$ cat src/rtl/key_seq_pkg.sv
// Shared types and width helpers for the key pulse sequencer.
// Optional feature macro: KEY_SEQ_AUTO_RETRY_EN (see key_pulse_sequencer.sv).
package key_seq_pkg;

  typedef enum logic [2:0] {
    IDLE,
    SEND,
    GAP,
    WAIT_RESP,
    DONE
  } seq_state_e;

  localparam int KEY_IDX_W = 2;
  localparam int NUM_KEYS  = 4;

  // Bits needed to hold any value in 0..max_val (never less than 1).
  function automatic int val_w(input int max_val);
    return (max_val < 1) ? 1 : $clog2(max_val + 1);
  endfunction

  // Key index to one-hot lock FSM key vector.
  function automatic logic [NUM_KEYS-1:0] key_onehot(input logic [KEY_IDX_W-1:0] k);
    return NUM_KEYS'(1) << k;
  endfunction

endpackage

$ cat src/rtl/key_seq_buffer.sv
// Key entry store: SEQ_LENGTH x 2-bit registers, fill count, append-only
// write port, synchronous clear and a combinational read port.
module key_seq_buffer
  import key_seq_pkg::*;
#(
  parameter  int SEQ_LENGTH = 8,
  localparam int CNT_W      = val_w(SEQ_LENGTH),
  localparam int IDX_W      = val_w(SEQ_LENGTH - 1)
) (
  input  logic                 i_clk,
  input  logic                 i_rst_n,
  input  logic                 i_clear,
  input  logic                 i_wr_en,
  input  logic [KEY_IDX_W-1:0] i_wr_key,
  input  logic [IDX_W-1:0]     i_rd_idx,
  output logic [KEY_IDX_W-1:0] o_rd_key,
  output logic [CNT_W-1:0]     o_count
);

  logic [SEQ_LENGTH-1:0][KEY_IDX_W-1:0] r_mem;
  logic [CNT_W-1:0]                     r_count;
  logic                                 w_wr;

  // Clear beats a simultaneous write; writes beyond capacity are dropped.
  assign w_wr = i_wr_en && !i_clear && (r_count < CNT_W'(SEQ_LENGTH));

  // Append the new entry at the current fill level.
  always_ff @(posedge i_clk or negedge i_rst_n) begin
    if (!i_rst_n) begin
      r_mem <= '0;
    end else begin
      for (int i = 0; i < SEQ_LENGTH; i++) begin
        if (w_wr && (r_count == CNT_W'(i))) r_mem[i] <= i_wr_key;
      end
    end
  end

  // Fill count: clear empties, each accepted write adds one.
  always_ff @(posedge i_clk or negedge i_rst_n) begin
    if (!i_rst_n)     r_count <= '0;
    else if (i_clear) r_count <= '0;
    else if (w_wr)    r_count <= r_count + 1'b1;
  end

  // Read mux; an out-of-range index reads as key 0.
  always_comb begin
    o_rd_key = '0;
    for (int i = 0; i < SEQ_LENGTH; i++) begin
      if (i_rd_idx == IDX_W'(i)) o_rd_key = r_mem[i];
    end
  end

  assign o_count = r_count;

endmodule

$ cat src/rtl/key_pulse_sequencer.sv
// Replays a stored key sequence as spaced one-hot pulses to the lock FSM,
// then watches lock/error flags and reports the outcome.
// Optional: define KEY_SEQ_AUTO_RETRY_EN for one automatic replay after an
// error response (adds the o_retried output).
module key_pulse_sequencer
  import key_seq_pkg::*;
#(
  parameter int SEQ_LENGTH   = 8,
  parameter int GAP_CYCLES   = 4,
  parameter int RESP_TIMEOUT = 16
) (
  input  logic                 i_clk,
  input  logic                 i_rst_n,
  input  logic                 i_clear,
  input  logic                 i_load_valid,
  input  logic [KEY_IDX_W-1:0] i_load_key,
  output logic                 o_load_ready,
  input  logic                 i_start,
  output logic                 o_busy,
  output logic [NUM_KEYS-1:0]  o_key_pulse,
  input  logic                 i_lock_flag,
  input  logic                 i_error_flag,
  output logic                 o_done,
  output logic                 o_result_changed,
  output logic                 o_result_error,
  output logic                 o_result_timeout
`ifdef KEY_SEQ_AUTO_RETRY_EN
  ,
  output logic                 o_retried
`endif
);

  localparam int CNT_W = val_w(SEQ_LENGTH);
  localparam int IDX_W = val_w(SEQ_LENGTH - 1);
  localparam int GAP_W = val_w(GAP_CYCLES - 1);
  localparam int TMR_W = val_w(RESP_TIMEOUT - 1);

  seq_state_e            r_state;
  logic [IDX_W-1:0]      r_index;
  logic [GAP_W-1:0]      r_gap;
  logic [TMR_W-1:0]      r_timer;
  logic                  r_lock_start;
  logic [NUM_KEYS-1:0]   r_key_pulse;
  logic                  r_done;
  logic                  r_res_chg;
  logic                  r_res_err;
  logic                  r_res_to;

  logic [CNT_W-1:0]      w_count;
  logic [IDX_W-1:0]      w_rd_idx;
  logic [KEY_IDX_W-1:0]  w_rd_key;
  logic [KEY_IDX_W-1:0]  w_first_key;
  logic                  w_idle;
  logic                  w_clear;
  logic                  w_load_fire;
  logic                  w_start_ok;
  logic                  w_last_entry;
  logic                  w_replay;

`ifdef KEY_SEQ_AUTO_RETRY_EN
  logic                  r_replay;
  logic                  r_retried;
  assign w_replay  = r_replay;
  assign o_retried = r_retried;
`else
  assign w_replay  = 1'b0;
`endif

  assign w_idle       = (r_state == IDLE);
  assign o_load_ready = w_idle && (w_count < CNT_W'(SEQ_LENGTH));
  assign w_clear      = w_idle && i_clear;
  assign w_load_fire  = i_load_valid && o_load_ready;

  // Start sees the count after this cycle's load/clear: a load in the same
  // cycle makes an empty buffer startable, a clear makes any buffer empty.
  assign w_start_ok = w_idle && i_start && !i_clear && (w_load_fire || (w_count != '0));

  // Entry 0 is still being written when start coincides with the first load.
  assign w_first_key = (w_count == '0) ? i_load_key : w_rd_key;

  // Read address is the entry to send next: 0 at start/replay, else index+1.
  assign w_rd_idx     = (w_idle || w_replay) ? '0 : r_index + 1'b1;
  assign w_last_entry = ((CNT_W'(r_index) + 1'b1) == w_count);

  key_seq_buffer #(
    .SEQ_LENGTH (SEQ_LENGTH)
  ) u_buf (
    .i_clk    (i_clk),
    .i_rst_n  (i_rst_n),
    .i_clear  (w_clear),
    .i_wr_en  (w_load_fire),
    .i_wr_key (i_load_key),
    .i_rd_idx (w_rd_idx),
    .o_rd_key (w_rd_key),
    .o_count  (w_count)
  );

  // Sequencer FSM with registered pulse, done and result outputs.
  always_ff @(posedge i_clk or negedge i_rst_n) begin
    if (!i_rst_n) begin
      r_state      <= IDLE;
      r_index      <= '0;
      r_gap        <= '0;
      r_timer      <= '0;
      r_lock_start <= 1'b0;
      r_key_pulse  <= '0;
      r_done       <= 1'b0;
      r_res_chg    <= 1'b0;
      r_res_err    <= 1'b0;
      r_res_to     <= 1'b0;
`ifdef KEY_SEQ_AUTO_RETRY_EN
      r_replay     <= 1'b0;
      r_retried    <= 1'b0;
`endif
    end else begin
      r_key_pulse <= '0;
      r_done      <= 1'b0;
      case (r_state)
        IDLE: begin
          if (w_start_ok) begin
            r_lock_start <= i_lock_flag;
            r_res_chg    <= 1'b0;
            r_res_err    <= 1'b0;
            r_res_to     <= 1'b0;
            r_index      <= '0;
            r_key_pulse  <= key_onehot(w_first_key);
            r_state      <= SEND;
`ifdef KEY_SEQ_AUTO_RETRY_EN
            r_replay     <= 1'b0;
            r_retried    <= 1'b0;
`endif
          end
        end
        SEND: begin
          r_gap   <= GAP_W'(GAP_CYCLES - 1);
          r_state <= GAP;
        end
        GAP: begin
          if (r_gap != '0) begin
            r_gap <= r_gap - 1'b1;
          end else if (w_replay) begin
`ifdef KEY_SEQ_AUTO_RETRY_EN
            r_replay    <= 1'b0;
`endif
            r_index     <= '0;
            r_key_pulse <= key_onehot(w_rd_key);
            r_state     <= SEND;
          end else if (w_last_entry) begin
            r_timer <= '0;
            r_state <= WAIT_RESP;
          end else begin
            r_index     <= r_index + 1'b1;
            r_key_pulse <= key_onehot(w_rd_key);
            r_state     <= SEND;
          end
        end
        WAIT_RESP: begin
          if (i_error_flag) begin
`ifdef KEY_SEQ_AUTO_RETRY_EN
            if (!r_retried) begin
              // First error: idle one gap, then replay from entry 0.
              r_retried    <= 1'b1;
              r_replay     <= 1'b1;
              r_lock_start <= i_lock_flag;
              r_gap        <= GAP_W'(GAP_CYCLES - 1);
              r_state      <= GAP;
            end else begin
              r_res_err <= 1'b1;
              r_done    <= 1'b1;
              r_state   <= DONE;
            end
`else
            r_res_err <= 1'b1;
            r_done    <= 1'b1;
            r_state   <= DONE;
`endif
          end else if (i_lock_flag != r_lock_start) begin
            r_res_chg <= 1'b1;
            r_done    <= 1'b1;
            r_state   <= DONE;
          end else if (r_timer == TMR_W'(RESP_TIMEOUT - 1)) begin
            r_res_to <= 1'b1;
            r_done   <= 1'b1;
            r_state  <= DONE;
          end else begin
            r_timer <= r_timer + 1'b1;
          end
        end
        DONE:    r_state <= IDLE;
        default: r_state <= IDLE;
      endcase
    end
  end

  assign o_busy           = !w_idle;
  assign o_key_pulse      = r_key_pulse;
  assign o_done           = r_done;
  assign o_result_changed = r_res_chg;
  assign o_result_error   = r_res_err;
  assign o_result_timeout = r_res_to;

endmodule

$ cat config.mk
export PLATFORM = sky130hd
export DESIGN_NAME = key_pulse_sequencer
export DESIGN_NICKNAME = d
export VERILOG_FILES = /design/src/rtl/key_seq_pkg.sv /design/src/rtl/key_seq_buffer.sv /design/src/rtl/key_pulse_sequencer.sv
export SDC_FILE = /design/constraint.sdc
export NUM_CORES = 1
export LEC_CHECK = 0
export BUFFER_PORTS_ARGS = -buffer_cell sky130_fd_sc_hd__buf_2
export CAP_MARGIN = 20
export CORE_ASPECT_RATIO = 0.9
export CORE_MARGIN = 4
export CORE_UTILIZATION = 50
export DETAILED_ROUTE_END_ITERATION = 8
export PLACE_DENSITY = 0.69
export SYNTH_ARGS = -nofsm -noshare
export SYNTH_HDL_FRONTEND = slang
export SYNTH_SLANG_ARGS = --single-unit
$ cat constraint.sdc
create_clock -name i_clk -period 2.4 [get_ports i_clk]
set_input_delay 0.24 -clock i_clk [delete_from_list [all_inputs] [get_ports i_clk]]
set_output_delay 0.24 -clock i_clk [all_outputs]
set_load 0.01 [all_outputs]
==> out/results.tsv <==
stage	metric	value	unit
drt	drt first pass iters	4	
yosys	Syn. warnings	0	
yosys	Mapped Area	2300	um^2
drt	Detail Route met2 WL	1.83	mm
drt	post-route ant nets	0	
timing	actual slew at the worst max-slew pin	0.904	ns
timing	Hold Violations, Final	0	
clocking	Clock Latency Late Sink	0.29	ns
die	Core ar.	4460	um^2
die	Starting Density	0.516	
cells_and_area	register area	1030	um^2
yosys	ys flop type	dfrtp_1	
critical_path	Setup CP Type	reg2reg	
die	Ports	19	
clocking	clock-pin slew on the worst setup and hold paths	0.08	ns
yosys	Post-synth EDFFs	0	
timing	RSZ-0062 raised after global routing	no	
timing	relative slew slack	0.397	
yosys	register area share after synthesis	0.446	
critical_path	Critical Path AT	2.20	ns
yosys	mean post-synth cell area	10.8	um^2
clocking	post-CTS sizing	0	
yosys	Post-Synthesis Cells	212	
placement	detailed placement HPWL	3.25	mm
timing	period utilisation layout	0.842	
clocking	CTS tree	done	
cells_and_area	# diodes	0	
drt	Remaining DRCs	0	
drt	routed len/inst	14.7	um
grt	largest net degree at the start of global routing	42	
placement	number of buffers added on ports	18	
critical_path	worst-case reg-to-reg path depth	6	
critical_path	critical path required time	2.58	ns
clocking	Root Buffer	clkbuf_8	
die	row count	23	
cells_and_area	share of layout cells above drive strength 1	0.220	
grt	grt total ovfl	0	
drt	DR WL met3	165	um
grt	first-pass GRT wire length	7.82	mm
timing	final setup TNS	0	ns
placement	Placer Congestion	0.796	
grt	global-route usage over all layers	0.174	
clocking	H-tree levels	2	
clocking	setup bufs post-CTS	0	
timing	Max Fclk	495	MHz
cells_and_area	Layout Nets	248	
die	width of the chip	79.5	um
die	Die Y	72.3	um
timing	min Tclk post-route	2.02	ns
clocking	Sink Count	41	
status	outcome	complete, no violations	
grt	initial antenna violation count	0	
power_and_ir_drop	Power Density	1060	nW/um^2
run	maxcap violations	0	
drt	mean number of vias per cell	5.36	
die	DIE AREA	5750	um^2
critical_path	CP endpoint kind	register	
critical_path	Worst R2R Start	r_index[1]	
cells_and_area	most frequent cells in the layout	dfrtp_1, nand2_1, buf_2	
cells_and_area	Area growth, synth to finish	9.96	%
yosys	Async SR Flop Fraction	1.00	
drt	metal1 wirelength	2.29	mm
cells_and_area	multi-input logic area	1170	um^2
clocking	Bufs on Longest Clock Path	2	
drt	Vias	1575	
critical_path	startpoint type of the worst setup path	register	
cells_and_area	fin util	0.567	
yosys	unique cell type count in the Yosys netlist	56	
grt	number of global-route vias before repair	1637	
yosys	flops & latches, synth	41	
clocking	Num CTS Buffers	5	
yosys	post-synthesis net count	228	
worst_hold_path	worst hold path type	in2async	
cells_and_area	most common cell after layout, fill and taps aside	dfrtp_1	
drt	top layer in use	met4	
drt	DRT iter0 DRCs	131	
critical_path	Reg2Reg Setup Slack	0.38	ns
clocking	CTS Hold Buffers Added	0	
timing	skew final	0.00697	ns
power_and_ir_drop	worst vdd ir	529	uV
cells_and_area	Fillers	375	
timing	Setup violations, final	0	
critical_path	CP Max Fanout	8	
timing	Slew Viols, Final	0	
drt	drt total wl	4.32	mm
power_and_ir_drop	Leak	1.18	nW
critical_path	Crit Reg-Reg Endpoint	o_key_pulse[0]	
==> area by class of cell <==
cell class / count / share of cell area
Clock buffer: 7 / 0.0341
Inverter: 12 / 0.0178
Multi-Input combinational cell: 149 / 0.461
Sequential cell: 41 / 0.406
Tap cell: 62 / 0.0307
Timing Repair Buffer: 23 / 0.0505
==> cell families (layout without fill, tap and decap cells) <==
kind of cell / count (synthesis) / after routing / share of synthesized area
flops: 41 / 41 / 0.446
buf+inv: 22 / 42 / 0.0468
xor+xnor: 6 / 6 / 0.0229
compound gates: 44 / 44 / 0.143
simple gates: 67 / 67 / 0.184
mux: 25 / 25 / 0.119
fa+ha+maj: 7 / 7 / 0.0381
==> Yosys cell counts (all sizes together), types with 2 or more instances <==
master / count / area, um^2
mux2i: 6 / 60.1
nand3: 7 / 55.1
a211oi: 3 / 35.0
buf: 8 / 53.8
and2: 2 / 12.5
o21a: 2 / 15.0
o22a: 2 / 17.5
or2: 2 / 15.0
clkbuf: 2 / 8.75
nor3b: 4 / 40.0
a21oi: 9 / 45.0
ha: 7 / 87.6
nand3b: 2 / 27.5
dfrtp: 41 / 1030
xor2: 3 / 26.3
nor4: 5 / 46.3
mux2: 19 / 214
a32o: 2 / 22.5
a31o: 3 / 26.3
nor2b: 4 / 25.0
o21ai: 9 / 48.8
o32ai: 2 / 17.5
xnor2: 3 / 26.3
a22o: 3 / 26.3
nor3: 4 / 42.5
inv: 12 / 45.1
nand2: 19 / 71.3
and3: 2 / 12.5
nor2: 13 / 48.8
o22ai: 2 / 12.5
==> layer usage <==
metal,global-route usage,vias up
li1,-,796
met1,0.251,746
met2,0.265,28
met3,0.0360,5
met4,0.0515,0
met5,0,-
==> worst max-delay path, cell delays in order (launching register included) <==
cell,delay [ns]
dfrtp_1,0.41
ha_1,0.40
xor2_1,0.23
a211oi_4,0.27
a21boi_2,0.09
or2_1,0.25
a32o_2,0.26
==> state kept, by name (all words and copies together), names as in the netlist, 2 cells and up <==
signal	count
r_state	3
u_buf.o_count	4
r_gap	2
r_index	3
u_buf.r_mem	16
o_key_pulse	4
r_timer	4
==> worst max-delay path by stage <==
stage                           from        endpoint  slack, ns
after floorplan           r_index[1]  o_key_pulse[0]       0.40
after global placement    r_index[1]  o_key_pulse[0]       0.42
after detailed placement  r_index[1]  o_key_pulse[2]       0.38
after CTS                 r_index[1]  o_key_pulse[2]       0.37
after global routing      r_index[1]  o_key_pulse[1]       0.21
final                     r_index[1]  o_key_pulse[0]       0.38
==> per-stage QoR <==
stage               std cells  area, um^2  hold WS [ns]  total power [mW]  worst slack, ns
floorplan                 212        2300       -0.0556              1.97            0.399
CTS                       294        2530         0.112              2.70            0.367
detailed placement        287        2440         0.425              2.24            0.381
global placement          287        2440         0.426              2.21            0.419
finish                    294        2530        0.0775              2.68            0.380
global route              294        2530         0.160              2.89            0.210
==> where the power goes <==
group          internal [mW]  switching, mW
registers              0.888          0.174
logic                  0.499          0.668
clock network          0.228          0.219
total                   1.61           1.06
(Power assumes the default switching activity.)
